### config.mk
export PLATFORM = sky130hd
export DESIGN_NAME = tluh_host_adapter_mo
export DESIGN_NICKNAME = d
export VERILOG_FILES = /design/src/rtl/tluh_pkg.sv /design/src/rtl/tluh_host_adapter_mo_tracker.sv /design/src/rtl/tluh_host_adapter_mo.sv
export SDC_FILE = /design/constraint.sdc
export NUM_CORES = 1
export LEC_CHECK = 0
export BUFFER_PORTS_ARGS = -buffer_cell sky130_fd_sc_hd__clkbuf_2
export CORE_ASPECT_RATIO = 1.1
export CORE_MARGIN = 10
export CORE_UTILIZATION = 42
export CTS_BUF_LIST = sky130_fd_sc_hd__clkbuf_8 sky130_fd_sc_hd__clkbuf_16
export DETAILED_ROUTE_END_ITERATION = 12
export PLACE_DENSITY_LB_ADDON = 0.12
export SYNTH_ARGS = -nofsm -noshare
export SYNTH_HDL_FRONTEND = slang
export SYNTH_SLANG_ARGS = --single-unit
### constraint.sdc
create_clock -name clk_i -period 1.9 [get_ports clk_i]
set_input_delay 0.095 -clock clk_i [delete_from_list [all_inputs] [get_ports clk_i]]
set_output_delay 0.095 -clock clk_i [all_outputs]
set_load 0.03 [all_outputs]
### src/rtl/tluh_pkg.sv
// TL-UH shared types, bus widths and the burst beat-count helper.
package tluh_pkg;
  localparam int TL_AW = 32;
  localparam int TL_DW = 32;
  localparam int TL_DBW = TL_DW / 8;
  localparam int unsigned TL_DBW_LOG2 = $clog2(TL_DBW);
  localparam int TL_SZW = 3;
  localparam int TL_AIW = 2;
  localparam int TL_BEATSMAXW = (1 << TL_SZW) - TL_DBW_LOG2;

  typedef enum logic [2:0] {
    PutFullData    = 3'd0,
    PutPartialData = 3'd1,
    ArithmeticData = 3'd2,
    LogicalData    = 3'd3,
    Get            = 3'd4,
    Intent         = 3'd5
  } tl_a_op_e;

  typedef enum logic [2:0] {
    AccessAck     = 3'd0,
    AccessAckData = 3'd1,
    HintAck       = 3'd2
  } tl_d_op_e;

  typedef enum logic [2:0] {
    ArMin  = 3'd0,
    ArMax  = 3'd1,
    ArMinu = 3'd2,
    ArMaxu = 3'd3,
    ArAdd  = 3'd4
  } tl_arith_e;

  typedef enum logic [2:0] {
    LgXor  = 3'd0,
    LgOr   = 3'd1,
    LgAnd  = 3'd2,
    LgSwap = 3'd3
  } tl_logic_e;

  typedef struct packed {
    logic              a_valid;
    logic [2:0]        a_opcode;
    logic [2:0]        a_param;
    logic [TL_SZW-1:0] a_size;
    logic [TL_AIW-1:0] a_source;
    logic [TL_AW-1:0]  a_address;
    logic [TL_DBW-1:0] a_mask;
    logic [TL_DW-1:0]  a_data;
    logic              d_ready;
  } tluh_h2d_t;

  typedef struct packed {
    logic              d_valid;
    logic [2:0]        d_opcode;
    logic [2:0]        d_param;
    logic [TL_SZW-1:0] d_size;
    logic [TL_AIW-1:0] d_source;
    logic [TL_DW-1:0]  d_data;
    logic              d_error;
    logic              a_ready;
  } tluh_d2h_t;

  function automatic logic [TL_BEATSMAXW-1:0] tl_beats(
    input logic [TL_SZW-1:0] size,
    input int unsigned       max_size
  );
    int unsigned sz;
    sz = 32'(size);
    if (sz > max_size) sz = max_size;
    if (sz <= TL_DBW_LOG2) return TL_BEATSMAXW'(1);
    return TL_BEATSMAXW'(1 << (sz - TL_DBW_LOG2));
  endfunction
endpackage

### src/rtl/tluh_host_adapter_mo_tracker.sv
// Source-ID pool: free bitmap, lowest-free pick, per-ID D beat counters.
module tluh_src_tracker
  import tluh_pkg::*;
#(
  parameter int MAX_REQS = 4,
  localparam int OCW = $clog2(MAX_REQS + 1)
) (
  input  logic                    clk_i,
  input  logic                    rst_ni,
  input  logic                    alloc_i,
  input  logic [TL_BEATSMAXW-1:0] alloc_beats_i,
  input  logic                    d_valid_i,
  input  logic [TL_AIW-1:0]       d_source_i,
  output logic                    any_free_o,
  output logic [TL_AIW-1:0]       alloc_id_o,
  output logic                    last_o,
  output logic                    src_busy_o,
  output logic [OCW-1:0]          outstanding_o
);
  logic [MAX_REQS-1:0] free_q, free_d;
  logic [MAX_REQS-1:0][TL_BEATSMAXW-1:0] cnt_q, cnt_d;

  always_comb begin
    any_free_o = |free_q;
    alloc_id_o = '0;
    outstanding_o = '0;
    for (int i = MAX_REQS - 1; i >= 0; i--) begin
      if (free_q[i]) alloc_id_o = TL_AIW'(i);
      else outstanding_o = outstanding_o + OCW'(1);
    end
  end

  always_comb begin
    src_busy_o = 1'b0;
    for (int i = 0; i < MAX_REQS; i++) begin
      if (d_source_i == TL_AIW'(i)) src_busy_o = ~free_q[i];
    end
  end

  // A free ID keeps a zero count, so stray beats never underflow it.
  always_comb begin
    free_d = free_q;
    cnt_d = cnt_q;
    last_o = 1'b0;
    for (int i = 0; i < MAX_REQS; i++) begin
      if (d_valid_i && d_source_i == TL_AIW'(i) && cnt_q[i] != '0) begin
        cnt_d[i] = cnt_q[i] - TL_BEATSMAXW'(1);
        if (cnt_q[i] == TL_BEATSMAXW'(1)) begin
          last_o = 1'b1;
          free_d[i] = 1'b1;
        end
      end
      if (alloc_i && alloc_id_o == TL_AIW'(i)) begin
        free_d[i] = 1'b0;
        cnt_d[i] = alloc_beats_i;
      end
    end
  end

  always_ff @(posedge clk_i or negedge rst_ni) begin
    if (!rst_ni) begin
      free_q <= '1;
      cnt_q <= '0;
    end else begin
      free_q <= free_d;
      cnt_q <= cnt_d;
    end
  end
endmodule

### src/rtl/tluh_host_adapter_mo.sv
// Multi-outstanding burst TL-UH host adapter: A-burst FSM plus A/D mapping.
// Define TLUH_HOST_SRC_CHECK_EN to drop D beats for IDs not in flight.
module tluh_host_adapter_mo
  import tluh_pkg::*;
#(
  parameter int MAX_REQS = 4,
  parameter int MAX_SIZE = 4,
  localparam int OCW = $clog2(MAX_REQS + 1)
) (
  input  logic              clk_i,
  input  logic              rst_ni,
  input  logic              req_i,
  output logic              gnt_o,
  input  logic [TL_SZW-1:0] size_i,
  input  logic              we_i,
  input  logic              atomic_i,
  input  logic              arith_i,
  input  logic              intent_i,
  input  logic [2:0]        param_i,
  input  logic [TL_AW-1:0]  addr_i,
  input  logic [TL_DW-1:0]  wdata_i,
  input  logic [TL_DBW-1:0] be_i,
  output logic              valid_o,
  output logic [TL_DW-1:0]  rdata_o,
  output logic              err_o,
  output logic [TL_AIW-1:0] rsp_src_o,
  output logic              rsp_last_o,
  output logic [TL_AIW-1:0] req_src_o,
  output logic [OCW-1:0]    outstanding_o,
  output tluh_h2d_t         tl_h_c_a,
  input  tluh_d2h_t         tl_h_c_d
);
  typedef enum logic {S_IDLE, S_BURST} st_e;

  st_e                     state_q, state_d;
  logic [TL_BEATSMAXW-1:0] rem_q, rem_d;
  logic [TL_AIW-1:0]       src_q, src_d;
  tl_a_op_e                op_q, op_d;
  logic [TL_SZW-1:0]       size_q, size_d;
  logic [TL_AW-1:0]        addr_q, addr_d;
  logic [2:0]              param_q, param_d;

  logic idle, any_free, xfer, alloc, last, src_busy;
  logic stray, err_pls;
  logic [TL_AIW-1:0] alloc_id, cur_src, err_src;
  logic [TL_AW-1:0] cur_addr;
  tl_a_op_e op_new, cur_op;
  logic [TL_BEATSMAXW-1:0] nb, a_beats, d_beats;

  tluh_src_tracker #(.MAX_REQS(MAX_REQS)) u_trk (
    .clk_i        (clk_i),
    .rst_ni       (rst_ni),
    .alloc_i      (alloc),
    .alloc_beats_i(d_beats),
    .d_valid_i    (valid_o),
    .d_source_i   (tl_h_c_d.d_source),
    .any_free_o   (any_free),
    .alloc_id_o   (alloc_id),
    .last_o       (last),
    .src_busy_o   (src_busy),
    .outstanding_o(outstanding_o)
  );

  always_comb begin
    op_new = PutPartialData;
    priority case (1'b1)
      atomic_i && arith_i: op_new = ArithmeticData;
      atomic_i:            op_new = LogicalData;
      intent_i:            op_new = Intent;
      !we_i:               op_new = Get;
      &be_i:               op_new = PutFullData;
      default:             op_new = PutPartialData;
    endcase
  end

  always_comb begin
    idle = state_q == S_IDLE;
    nb = tl_beats(size_i, MAX_SIZE);
    a_beats = (op_new inside {Get, Intent}) ? TL_BEATSMAXW'(1) : nb;
    d_beats = (op_new inside {Get, ArithmeticData, LogicalData})
              ? nb : TL_BEATSMAXW'(1);
    gnt_o = rst_ni & tl_h_c_d.a_ready & (~idle | any_free);
    xfer = req_i & gnt_o;
    alloc = xfer & idle;
    cur_src = idle ? alloc_id : src_q;
    cur_op = idle ? op_new : op_q;
    cur_addr = idle ? addr_i : addr_q;
    req_src_o = cur_src;

    tl_h_c_a = '0;
    tl_h_c_a.a_valid = rst_ni & req_i & (~idle | any_free);
    tl_h_c_a.a_opcode = cur_op;
    if (cur_op inside {ArithmeticData, LogicalData, Intent})
      tl_h_c_a.a_param = idle ? param_i : param_q;
    tl_h_c_a.a_size = idle ? size_i : size_q;
    tl_h_c_a.a_source = cur_src;
    tl_h_c_a.a_address = {cur_addr[TL_AW-1:2], 2'b00};
    tl_h_c_a.a_mask = (cur_op == Get) ? '1 : be_i;
    tl_h_c_a.a_data = wdata_i;
    tl_h_c_a.d_ready = 1'b1;

    state_d = state_q;
    rem_d = rem_q;
    src_d = src_q;
    op_d = op_q;
    size_d = size_q;
    addr_d = addr_q;
    param_d = param_q;
    if (alloc) begin
      src_d = alloc_id;
      op_d = op_new;
      size_d = size_i;
      addr_d = addr_i;
      param_d = param_i;
      if (a_beats > TL_BEATSMAXW'(1)) begin
        state_d = S_BURST;
        rem_d = a_beats - TL_BEATSMAXW'(1);
      end
    end else if (xfer) begin
      rem_d = rem_q - TL_BEATSMAXW'(1);
      if (rem_q == TL_BEATSMAXW'(1)) state_d = S_IDLE;
    end
  end

  always_ff @(posedge clk_i or negedge rst_ni) begin
    if (!rst_ni) begin
      state_q <= S_IDLE;
      rem_q <= '0;
      src_q <= '0;
      op_q <= Get;
      size_q <= '0;
      addr_q <= '0;
      param_q <= '0;
    end else begin
      state_q <= state_d;
      rem_q <= rem_d;
      src_q <= src_d;
      op_q <= op_d;
      size_q <= size_d;
      addr_q <= addr_d;
      param_q <= param_d;
    end
  end

`ifdef TLUH_HOST_SRC_CHECK_EN
  logic err_q, err_d;
  logic [TL_AIW-1:0] esrc_q, esrc_d;

  assign stray = tl_h_c_d.d_valid & ~src_busy;

  always_comb begin
    err_d = stray;
    esrc_d = stray ? tl_h_c_d.d_source : esrc_q;
  end

  always_ff @(posedge clk_i or negedge rst_ni) begin
    if (!rst_ni) begin
      err_q <= 1'b0;
      esrc_q <= '0;
    end else begin
      err_q <= err_d;
      esrc_q <= esrc_d;
    end
  end

  assign err_pls = err_q;
  assign err_src = esrc_q;
`else
  logic unused_busy;
  assign unused_busy = src_busy;
  assign stray = 1'b0;
  assign err_pls = 1'b0;
  assign err_src = '0;
`endif

  assign valid_o = rst_ni & tl_h_c_d.d_valid & ~stray;
  assign rdata_o = tl_h_c_d.d_data;
  assign err_o = (valid_o & tl_h_c_d.d_error) | err_pls;
  assign rsp_src_o = err_pls ? err_src : tl_h_c_d.d_source;
  assign rsp_last_o = valid_o & last;

  logic unused_d;
  assign unused_d = ^{tl_h_c_d.d_opcode, tl_h_c_d.d_param,
                      tl_h_c_d.d_size, cur_addr[1:0]};
endmodule

-- Word-level counts from Yosys, hierarchy flattened
Cells that the tools add are included.
- flip-flop bits (word level): 78
- logic and storage cells: 161
- input bits: 127
- output and inout port bits: 124
- muxes and demuxes: 61
- reductions and logical operators: 40
- bitwise logic cells: 11
- shift operators: 1
- equal/unequal tests: 20
- $add $sub $neg: 10
- order comparisons: 3
- operators by type and width (operator ; count):
    6-bit two-way mux ; 15
    3-bit two-way mux ; 12
    6-bit by 1-bit subtractor with 6-bit output, second input constant ; 6
    32-bit by 2-bit <= comparator with 1-bit output, second input constant ; 1
    32-bit two-way mux ; 1
    1-bit by 32-bit left shift with 6-bit output, first input constant ; 1
    32-bit by 2-bit subtractor with 32-bit output, second input constant ; 1
    6-bit by 1-bit == test with 1-bit output, second input constant ; 5
    1-bit two-way mux ; 27
    6-bit nonzero test ; 4
    2-bit nonzero test ; 11
    1-bit logical AND ; 13
    3-bit by 2-bit == test with 1-bit output, second input constant ; 4
    3-bit == test, second input constant ; 4
    2-bit two-way mux ; 5
    2-bit AND reduction ; 5
    1-bit AND ; 9
    2-bit == test, second input constant ; 4
    3-bit by 1-bit adder with 3-bit output, second input constant ; 2
    6-bit by 1-bit > comparator with 1-bit output, second input constant ; 1
    3-bit nonzero test ; 2
    2-bit by 1-bit == test with 1-bit output, second input constant ; 2
    2-bit zero test ; 2
    4-bit two-way mux ; 1
    8 further kinds ; 8

-- Logic depth before layout (Yosys ltp)
Gate-level depths: netlist of the first run.
- word-level depth: 12
- mapped depth: 11
- gate-level depth less buffers: 10

-- Hierarchy
A second synthesis of the first run with hierarchy kept.
- cells, all modules: 603
- area, all modules: 5297.6 um^2
- by module, submodules not included (module ; times used ; seq. area each (um^2) ; area each (um^2) ; cells an instance):
    tluh_host_adapter_mo ; 1 ; 1202.4 ; 3256.9 ; 386
    tluh_src_tracker ; 1 ; 705.7 ; 2040.7 ; 217

-- Worst setup path after synthesis of the first run
OpenSTA, ideal clock, no wires.
- path kind: flip-flop to flip-flop
- start point: reg u_trk.free_q[2]
- end point: reg rem_q[0]
- period minus slack after synthesis: 1991 ps
- cell stages (with the launch flop): 9
- required time: 1796 ps
- buffers on the path: 1
- slack: -91 ps
- library setup time: 104 ps
- arrival time: 1887 ps
- cell sequence: dfstp_2 inv_1 ha_1 or4b_4 nand4_2 a21o_2 buf_6 or3_1 o311ai_1
- cells in the longest elaborated chain, start to end: 7
- elaborated cells between the ends (all ways): 9
- RTL lines (element ; RTL line ; text):
    from (decl) ; tluh_host_adapter_mo_tracker.sv:20 ; logic [MAX_REQS-1:0] free_q, free_d;
    from (signal assigned) ; tluh_host_adapter_mo_tracker.sv:65 ; free_q <= free_d;
    4-bit OR reduction (*) ; tluh_host_adapter_mo_tracker.sv:24 ; any_free_o = |free_q;
    1-bit OR (*) ; tluh_host_adapter_mo.sv:82 ; gnt_o = rst_ni & tl_h_c_d.a_ready & (~idle | any_free);
    1-bit AND (*) ; tluh_host_adapter_mo.sv:82 ;
    1-bit AND (*) ; tluh_host_adapter_mo.sv:83 ; xfer = req_i & gnt_o;
    1-bit AND ; tluh_host_adapter_mo.sv:84 ; alloc = xfer & idle;
    2-bit != test (no source line) or 2-bit nonzero test (tied branches) ; - ;
    2-bit AND reduction (no source line) ; - ;
    to (signal assigned) ; tluh_host_adapter_mo.sv:136 ; rem_q <= rem_d;
    to (decl) ; tluh_host_adapter_mo.sv:36 ; logic [TL_BEATSMAXW-1:0] rem_q, rem_d;
Every way passes the cells marked *; elsewhere a longest branch is shown, timed or not.
A chain may end at the register's enable or synchronous reset.

-- Worst setup path in the final report of the first run
- start point: reg u_trk.free_q[2]
- end point: out outstanding_o[1]
- cells in the longest elaborated chain, start to end: 5
- RTL lines (element ; RTL line ; text):
    3-bit two-way mux (*) ; tluh_host_adapter_mo_tracker.sv:28 ; if (free_q[i]) alloc_id_o = TL_AIW'(i);
    3-bit by 1-bit adder with 3-bit output ; tluh_host_adapter_mo_tracker.sv:29 ; else outstanding_o = outstanding_o + OCW'(1);
    3-bit two-way mux (*) ; tluh_host_adapter_mo_tracker.sv:28 ;
    3-bit by 1-bit adder with 3-bit output ; tluh_host_adapter_mo_tracker.sv:29 ;
    3-bit two-way mux (*) ; tluh_host_adapter_mo_tracker.sv:28 ;
    to (decl) ; tluh_host_adapter_mo.sv:29 ; output logic [OCW-1:0] outstanding_o,
Marked as above.

==> parameters.txt, run 1 <==
Parameter                              Value

Cells and area
  Post-layout nets    817
  Number of non-filler instances in the completed layout    828
  # diodes    0
  Synthesis-to-layout area growth    26.7%
  Share of final-layout standard cells stronger than drive strength 1    35.8%
  Core occupancy in the finished layout    55.0%
  Fin area    6380 sq um

Worst setup path
  CP Class    flip-flop to primary output
  Cells traversed along the worst timing path    inv_2, ha_4, xnor2_2, ha_1, mux2_2, buf_8
  Critical-path top delay cell    sky130_fd_sc_hd__dfstp_2
  CP startpoint kind    flip-flop
  Number of cells on the critical path    6
  Critical path data arrival time    ~2000 ps
  Startpoint of the worst setup timing path    u_trk.free_q[2]
  Critical path peak fanout    2
  Delay of the slowest cell on the worst path    540 ps
  Path depth of the worst reg2reg path    11
  Kind of end point of the critical path    primary output
  Launching point of the worst reg2reg path    u_trk.free_q[2]
  Endpoint of the most critical register-to-register path    u_trk.cnt_q[14]
  Worst reg-to-reg setup slack    10 ps
  Worst setup path endpoint    outstanding_o[1]
  Top delay family on crit path    flip-flops
  Required time worst endpoint    1800 ps
  Number of buffers and inverters on the critical path    2

Clock network
  Clock slew at reported path FFs    roughly 60 ps
  Buffer depth of the longest clock path    2
  Total number of clock tree sinks    76
  Clock latency of the later-clocked register in the worst-skew pair    330 ps
  TritonCTS clock tree    done
  Root buf cell    sky130_fd_sc_hd__clkbuf_16
  CTS Buf Count    9
  H-tree Lvls    3

Yosys
  Number of unique standard cell types used by synthesis    56
  Proportion of register bits with asynchronous set or reset after synthesis    100%
  Seq/Total Area, Yosys    37.9%
  Number of storage elements in the synthesis netlist    76
  Dominant register cell in the synthesized netlist    sky130_fd_sc_hd__dfrtp_1
  Warnings, synthesis    0
  Number of standard cells after synthesis    576
  Syn_area_per_cell    between 8 and 9 sq um
  Netlist area before placement    5030 sq um
  Number of synthesized flops with an enable pin    0

Floorplanning
  Die extent in x    124 um
  I/O pin cnt    251
  Core area    11600 sq um
  Floorplan row count    slightly above 40
  Die Height    135 um
  Die ar.    16800 sq um
  Initial Utilization    43.4%

GRT
  Overall global routing resource usage    15.2%
  Overflow left after global routing    0
  Via count of the first global-routing pass    4357
  Global-route wire length before repair    21600 um
  Antenna violations before repair    0
  Maximum number of pins on one net before global-route repair    51

STA
  Count of pins over their slew limit    0
  Post-Route Setup TNS    -751 ps
  Final critical-path share of the clock period    109%
  Fmax    482 MHz
  Worst clock skew    around 5.6 ps
  Relative slew margins    63.7%
  Slack of the critical path    -176 ps
  Actual slew at the worst max-slew pin    544 ps
  Final Setup Violations    8
  Worst hold slack after final layout    12.9 ps
  Number of endpoints with negative hold slack in the final report    0
  Min Tclk post-route    approximately 2100 ps
  Unrepaired setup endpoints after global routing    yes

Status
  Outcome    finished with violations
  Violations in the final reports    setup timing

Placement
  PortBufs    108
  Total instance count after detailed placement    766
  Placer Congestion    0.816
  Final HPWL from detailed placement    9420 um
  Area post-placement    5350 sq um

Routing
  First-pass iteration count of the detailed router    4
  Via density per instance    around 5.0
  Wire length reported by the detailed router    approximately 13000 um
  Number of remaining DRC errors    0
  Remaining number of nets flagged by the antenna check after routing    0
  Number of DRC violations after detailed-routing iteration 0    184
  Mean routed wirelength per cell    between 15 and 20 um
  Total vias in the final route    4145

Hold path
  Type of the worst min-delay path    primary input to flip-flop

Power
  Leakage power    3.16 nW
  Power per cell area    approximately 1800 nW/um^2
  Worst ir drop on vdd    1.23 mV

Flow run
  Max-cap violations    0
## cells by family after synthesis
kind of cell,synth area share (%)
simple gates,22.4
buf+inv,14.5
flops,37.9
compound gates,6.88
mux,9.97
xor+xnor,4.00
fa+ha+maj,4.22
other cells,0.149
## state kept, by name, summed over array words and instances (netlist names)
signal,flops
addr_q,30
op_q,3
u_trk.free_q,4
src_q,2
rem_q,6
param_q,3
size_q,3
state_q,1
u_trk.cnt_q,24
## routing by layer
| metal | up-vias | wire length [um] | track usage (%) |
|---|---|---|---|
| met4 | 0 | 176 | 4.15 |
| met3 | 17 | 996 | 6.26 |
| met5 | - | 0 | 1.23 |
| li1 | 2021 | - | - |
| met1 | 1964 | 5580 | 17.5 |
| met2 | 143 | 6380 | 25.5 |
## final cells by class
class,count,area [sq um]
Inverter,20,75.1
Multi-Input combinational cell,388,2580
Timing Repair Buffer,178,1270
Clock buffer,11,253
Sequential cell,76,1910
Clock inverter,5,98.8
Fill cell,1116,5210
Tap cell,150,188
## cells in the final DEF (no fill, tap or decap), types with 8 or more instances in the layout
master / netlist / final
sky130_fd_sc_hd__clkbuf_8: 1 / 8
sky130_fd_sc_hd__clkbuf_2: 0 / 94
sky130_fd_sc_hd__clkbuf_16: 0 / 9
sky130_fd_sc_hd__buf_4: 71 / 32
sky130_fd_sc_hd__mux2_2: 37 / 36
sky130_fd_sc_hd__o21ai_0: 20 / 18
sky130_fd_sc_hd__nand2_1: 141 / 141
sky130_fd_sc_hd__ha_1: 17 / 13
sky130_fd_sc_hd__nor2_1: 42 / 40
sky130_fd_sc_hd__dfrtp_1: 71 / 70
sky130_fd_sc_hd__nor3_1: 10 / 9
sky130_fd_sc_hd__a21oi_1: 17 / 14
sky130_fd_sc_hd__dlygate4sd3_1: 0 / 35
sky130_fd_sc_hd__inv_1: 20 / 19
sky130_fd_sc_hd__xor2_1: 14 / 14
sky130_fd_sc_hd__nand3_1: 10 / 9
## tightest hold or removal path: cells and delay by family
| kind | cells | cell delay [ps] |
|---|---|---|
| buf+inv | 1 | 110 |
| simple gates | 2 | 100 |
## power by group
| group | total, mW | internal (mW) | switching, mW |
|---|---|---|---|
| logic | 6.28 | 2.73 | 3.54 |
| registers | 3.09 | 2.44 | 0.654 |
| clock network | 2.04 | 1.35 | 0.686 |
| total | 11.4 | 6.52 | 4.88 |
## synthesized netlist by cell type, types with 3 or more instances
cell type / n / area share, %
sky130_fd_sc_hd__mux2i_1: 7 / 1.4
sky130_fd_sc_hd__nor2_1: 42 / 3.1
sky130_fd_sc_hd__mux2_2: 37 / 8.3
sky130_fd_sc_hd__and3_1: 4 / 0.50
sky130_fd_sc_hd__ha_1: 17 / 4.2
sky130_fd_sc_hd__xnor2_1: 9 / 1.6
sky130_fd_sc_hd__nand2b_1: 5 / 0.62
sky130_fd_sc_hd__o31ai_1: 3 / 0.45
sky130_fd_sc_hd__dfrtp_1: 71 / 35
sky130_fd_sc_hd__dfstp_2: 5 / 2.6
sky130_fd_sc_hd__buf_6: 3 / 0.67
sky130_fd_sc_hd__clkbuf_1: 12 / 0.89
sky130_fd_sc_hd__nor3_1: 10 / 0.99
sky130_fd_sc_hd__inv_1: 20 / 1.5
sky130_fd_sc_hd__nor4_1: 4 / 0.50
sky130_fd_sc_hd__nor2b_1: 4 / 0.50
sky130_fd_sc_hd__buf_2: 6 / 0.60
sky130_fd_sc_hd__a21oi_1: 17 / 1.7
sky130_fd_sc_hd__o21ai_0: 20 / 2.0
sky130_fd_sc_hd__nand3_1: 10 / 0.99
sky130_fd_sc_hd__nand4_1: 5 / 0.62
sky130_fd_sc_hd__nand2_1: 141 / 11
sky130_fd_sc_hd__xor2_1: 14 / 2.4
sky130_fd_sc_hd__nand3b_1: 3 / 0.45
sky130_fd_sc_hd__buf_4: 71 / 11
## metrics by stage
step,setup slack [ps],power [mW]
3_5_place_dp,-12.9,8.64
5_1_grt,-227,12.2
4_1_cts,-195,11.2
2_1_floorplan,-32.4,7.32
3_3_place_gp,31.2,8.51
6_report,-176,11.4
## what timing repair did
action | 4_1_cts | 5_1_grt
gates resized for setup | 28 | 30
setup endpoints to repair | 14 | 29
endpoints found under the hold margin | 65 | 4
pin swaps | 3 | 6
hold buffers | 35 | 1
buffers inserted | 5 | 5
## worst min path at each step
| stage | start | to | slack, ps | cells past startpoint |
|---|---|---|---|---|
| after detailed placement | rst_ni | u_trk.cnt_q[14] | -30 | 1 |
| after global placement | rst_ni | u_trk.cnt_q[14] | -40 | 1 |
| after CTS | size_i[0] | size_q[0] | 4 | 3 |
| after floorplan | rst_ni | addr_q[10] | -200 | 0 |
| final | size_i[0] | size_q[0] | 10 | 3 |
| after global routing | param_i[2] | param_q[2] | 20 | 3 |
Power figures use the tool's default switching activity.
==> run 2: changes to the inputs <==
- CORE_UTILIZATION: 42 -> 47
- clock period: 1.9 -> 2.27 ns (I/O delays scaled with it)
==> parameters.txt, run 2 (same netlist as run 1, synthesis figures left out) <==
Parameter                              Value

Power
  Total power after layout    8.52 mW
  Power per cell area    1450 nW/um^2
  Leakage power    2.94 nW
  Worst ir drop on vdd    around 1.1 mV

Floorplanning
  Floorplan row count    39
  Core area    10400 sq um
  Initial Utilization    48.2%
  Die extent in x    119 um
  Die Height    129 um
  Die ar.    15300 sq um
  I/O pin cnt    251

GRT
  Global-route wire length before repair    20100 um
  Maximum number of pins on one net before global-route repair    45
  Overflow left after global routing    0
  Global-route met2 utilization    26.1%
  Most Crowded Layer GR    met2
  Overall global routing resource usage    15.6%
  Antenna violations before repair    0
  GR Util met3    5.95%
  Via count of the first global-routing pass    around 4200
  Met1 usage in global routing    between 15 and 20%

Cells and area
  Share of final-layout standard cells stronger than drive strength 1    29.6%
  Post-layout nets    794
  Filler instances    999
  Synthesis-to-layout area growth    16.7%
  Most common library cell in the layout ignoring fill and taps    sky130_fd_sc_hd__nand2_1
  Core occupancy in the finished layout    56.3%
  Register with the most flip-flops    addr_q
  # diodes    0
  Area used by sequential logic in the layout    1910 sq um
  Top library cells by usage in the layout, fill and taps aside    sky130_fd_sc_hd__nand2_1 (141), sky130_fd_sc_hd__clkbuf_2 (106), sky130_fd_sc_hd__dfrtp_1 (70)
  Multi-input logic area    ~2400 sq um
  Biggest registers after layout    addr_q (30), u_trk.cnt_q (24), rem_q (6)
  Flip-flop count of the largest register, all copies and words added    30

Worst setup path
  Worst reg-to-reg setup slack    270 ps
  Critical path peak fanout    3
  Kind of end point of the critical path    primary output
  Path depth of the worst reg2reg path    7
  Launching point of the worst reg2reg path    u_trk.free_q[2]
  Required time worst endpoint    2160 ps
  Endpoint of the most critical register-to-register path    rem_q[0]
  CP startpoint kind    flip-flop
  Critical path data arrival time    2070 ps
  CP Class    flip-flop to primary output

Placement
  PortBufs    108
  Placer Congestion    between 0.8 and 0.9
  Worst slack after detailed placement    ~170 ps
  Final HPWL from detailed placement    a little under 9000 um

Flow run
  Max-cap violations    0

Hold path
  HP Start    size_i[1]
  Worst Hold Path Cells    3
  Type of the worst min-delay path    primary input to flip-flop
  Worst hold endpoint    size_q[1]

STA
  Worst clock skew    4.98 ps
  Worst hold slack after final layout    33.1 ps
  Number of endpoints with negative hold slack in the final report    0
  Relative slew margins    a little over half
  Final critical-path share of the clock period    96.1%
  Min Tclk post-route    2180 ps
  Post-Route Setup TNS    0 ps
  Actual slew at the worst max-slew pin    between 600 and 700 ps
  Fmax    459 MHz
  Slack of the critical path    89.1 ps
  Final Setup Violations    0
  Unrepaired setup endpoints after global routing    no
  Count of pins over their slew limit    0

Routing
  Total vias in the final route    4014
  Via density per instance    a little over 5
  Number of remaining DRC errors    0
  Wire length reported by the detailed router    approximately 12000 um
  Number of DRC violations after detailed-routing iteration 0    between 100 and 150
  First-pass iteration count of the detailed router    4
  Remaining number of nets flagged by the antenna check after routing    0
  Mean routed wirelength per cell    14.9 um

Clock network
  TritonCTS clock tree    done
  Total number of clock tree sinks    76
  Clock slew at reported path FFs    60 ps
  Clock latency of the later-clocked register in the worst-skew pair    ~330 ps
  Buffer depth of the longest clock path    2
  Root buf cell    sky130_fd_sc_hd__clkbuf_16
  CTS Buf Count    9
  H-tree Lvls    3

Status
  Outcome    complete, no violations
-- run 2: worst max path at each step --
stage	endpoint	from	slack, ps	cells past startpoint
CTS	rsp_last_o	u_trk.cnt_q[0]	50	6
global placement	rem_q[0]	u_trk.free_q[2]	220	7
global route	req_src_o[0]	state_q	0.5	5
floorplan	tl_h_c_a[69]	u_trk.free_q[3]	280	4
detailed placement	rem_q[0]	u_trk.free_q[2]	170	7
finish	outstanding_o[1]	u_trk.free_q[2]	90	6
-- run 2: critical path, stage by stage (launching register included) --
cell and delay (ps):
sky130_fd_sc_hd__dfstp_2 530, sky130_fd_sc_hd__inv_1 80, sky130_fd_sc_hd__ha_4 260, sky130_fd_sc_hd__xnor2_2 160, sky130_fd_sc_hd__ha_1 260, sky130_fd_sc_hd__mux2_2 260
sky130_fd_sc_hd__clkbuf_4 180
-- run 2: cell type report --
cell class | instances | area share [%]
timing repair buffer | 155 | 16.8
tap | 143 | 3.05
inverter | 20 | 1.28
clock inverter | 5 | 0.767
multi-input combinational | 388 | 41.3
clock buffer | 11 | 4.30
sequential | 76 | 32.5
-- run 2: stage by stage --
stage | instance area, sq um | instances
floorplan | 5040 | 577
global placement | 5190 | 745
detailed placement | 5190 | 745
CTS | 5860 | 796
global route | 5870 | 798
finish | 5870 | 798
-- run 2: report_power, final --
group | internal [mW] | total [mW] | leakage (nW) | switching [mW]
registers | 2.05 | 2.57 | 0.934 | 0.524
clock network | 0.895 | 1.41 | 0.161 | 0.518
logic | 1.73 | 4.54 | 1.85 | 2.81
-- run 2: routing by layer --
layer | share of wire [%] | routed length, um
met5 | 0 | 0
met1 | 44 | 5210
met3 | 6.8 | 808
met2 | 48 | 5680
met4 | 1.2 | 146
-- run 2: timing repair --
action	4_1_cts	5_1_grt
setup buffers	0	2
hold buffers	35	0
resized for setup	3	1
endpoints found under the hold margin	47	0
setup endpoints to repair	2	3
pin swaps	0	1
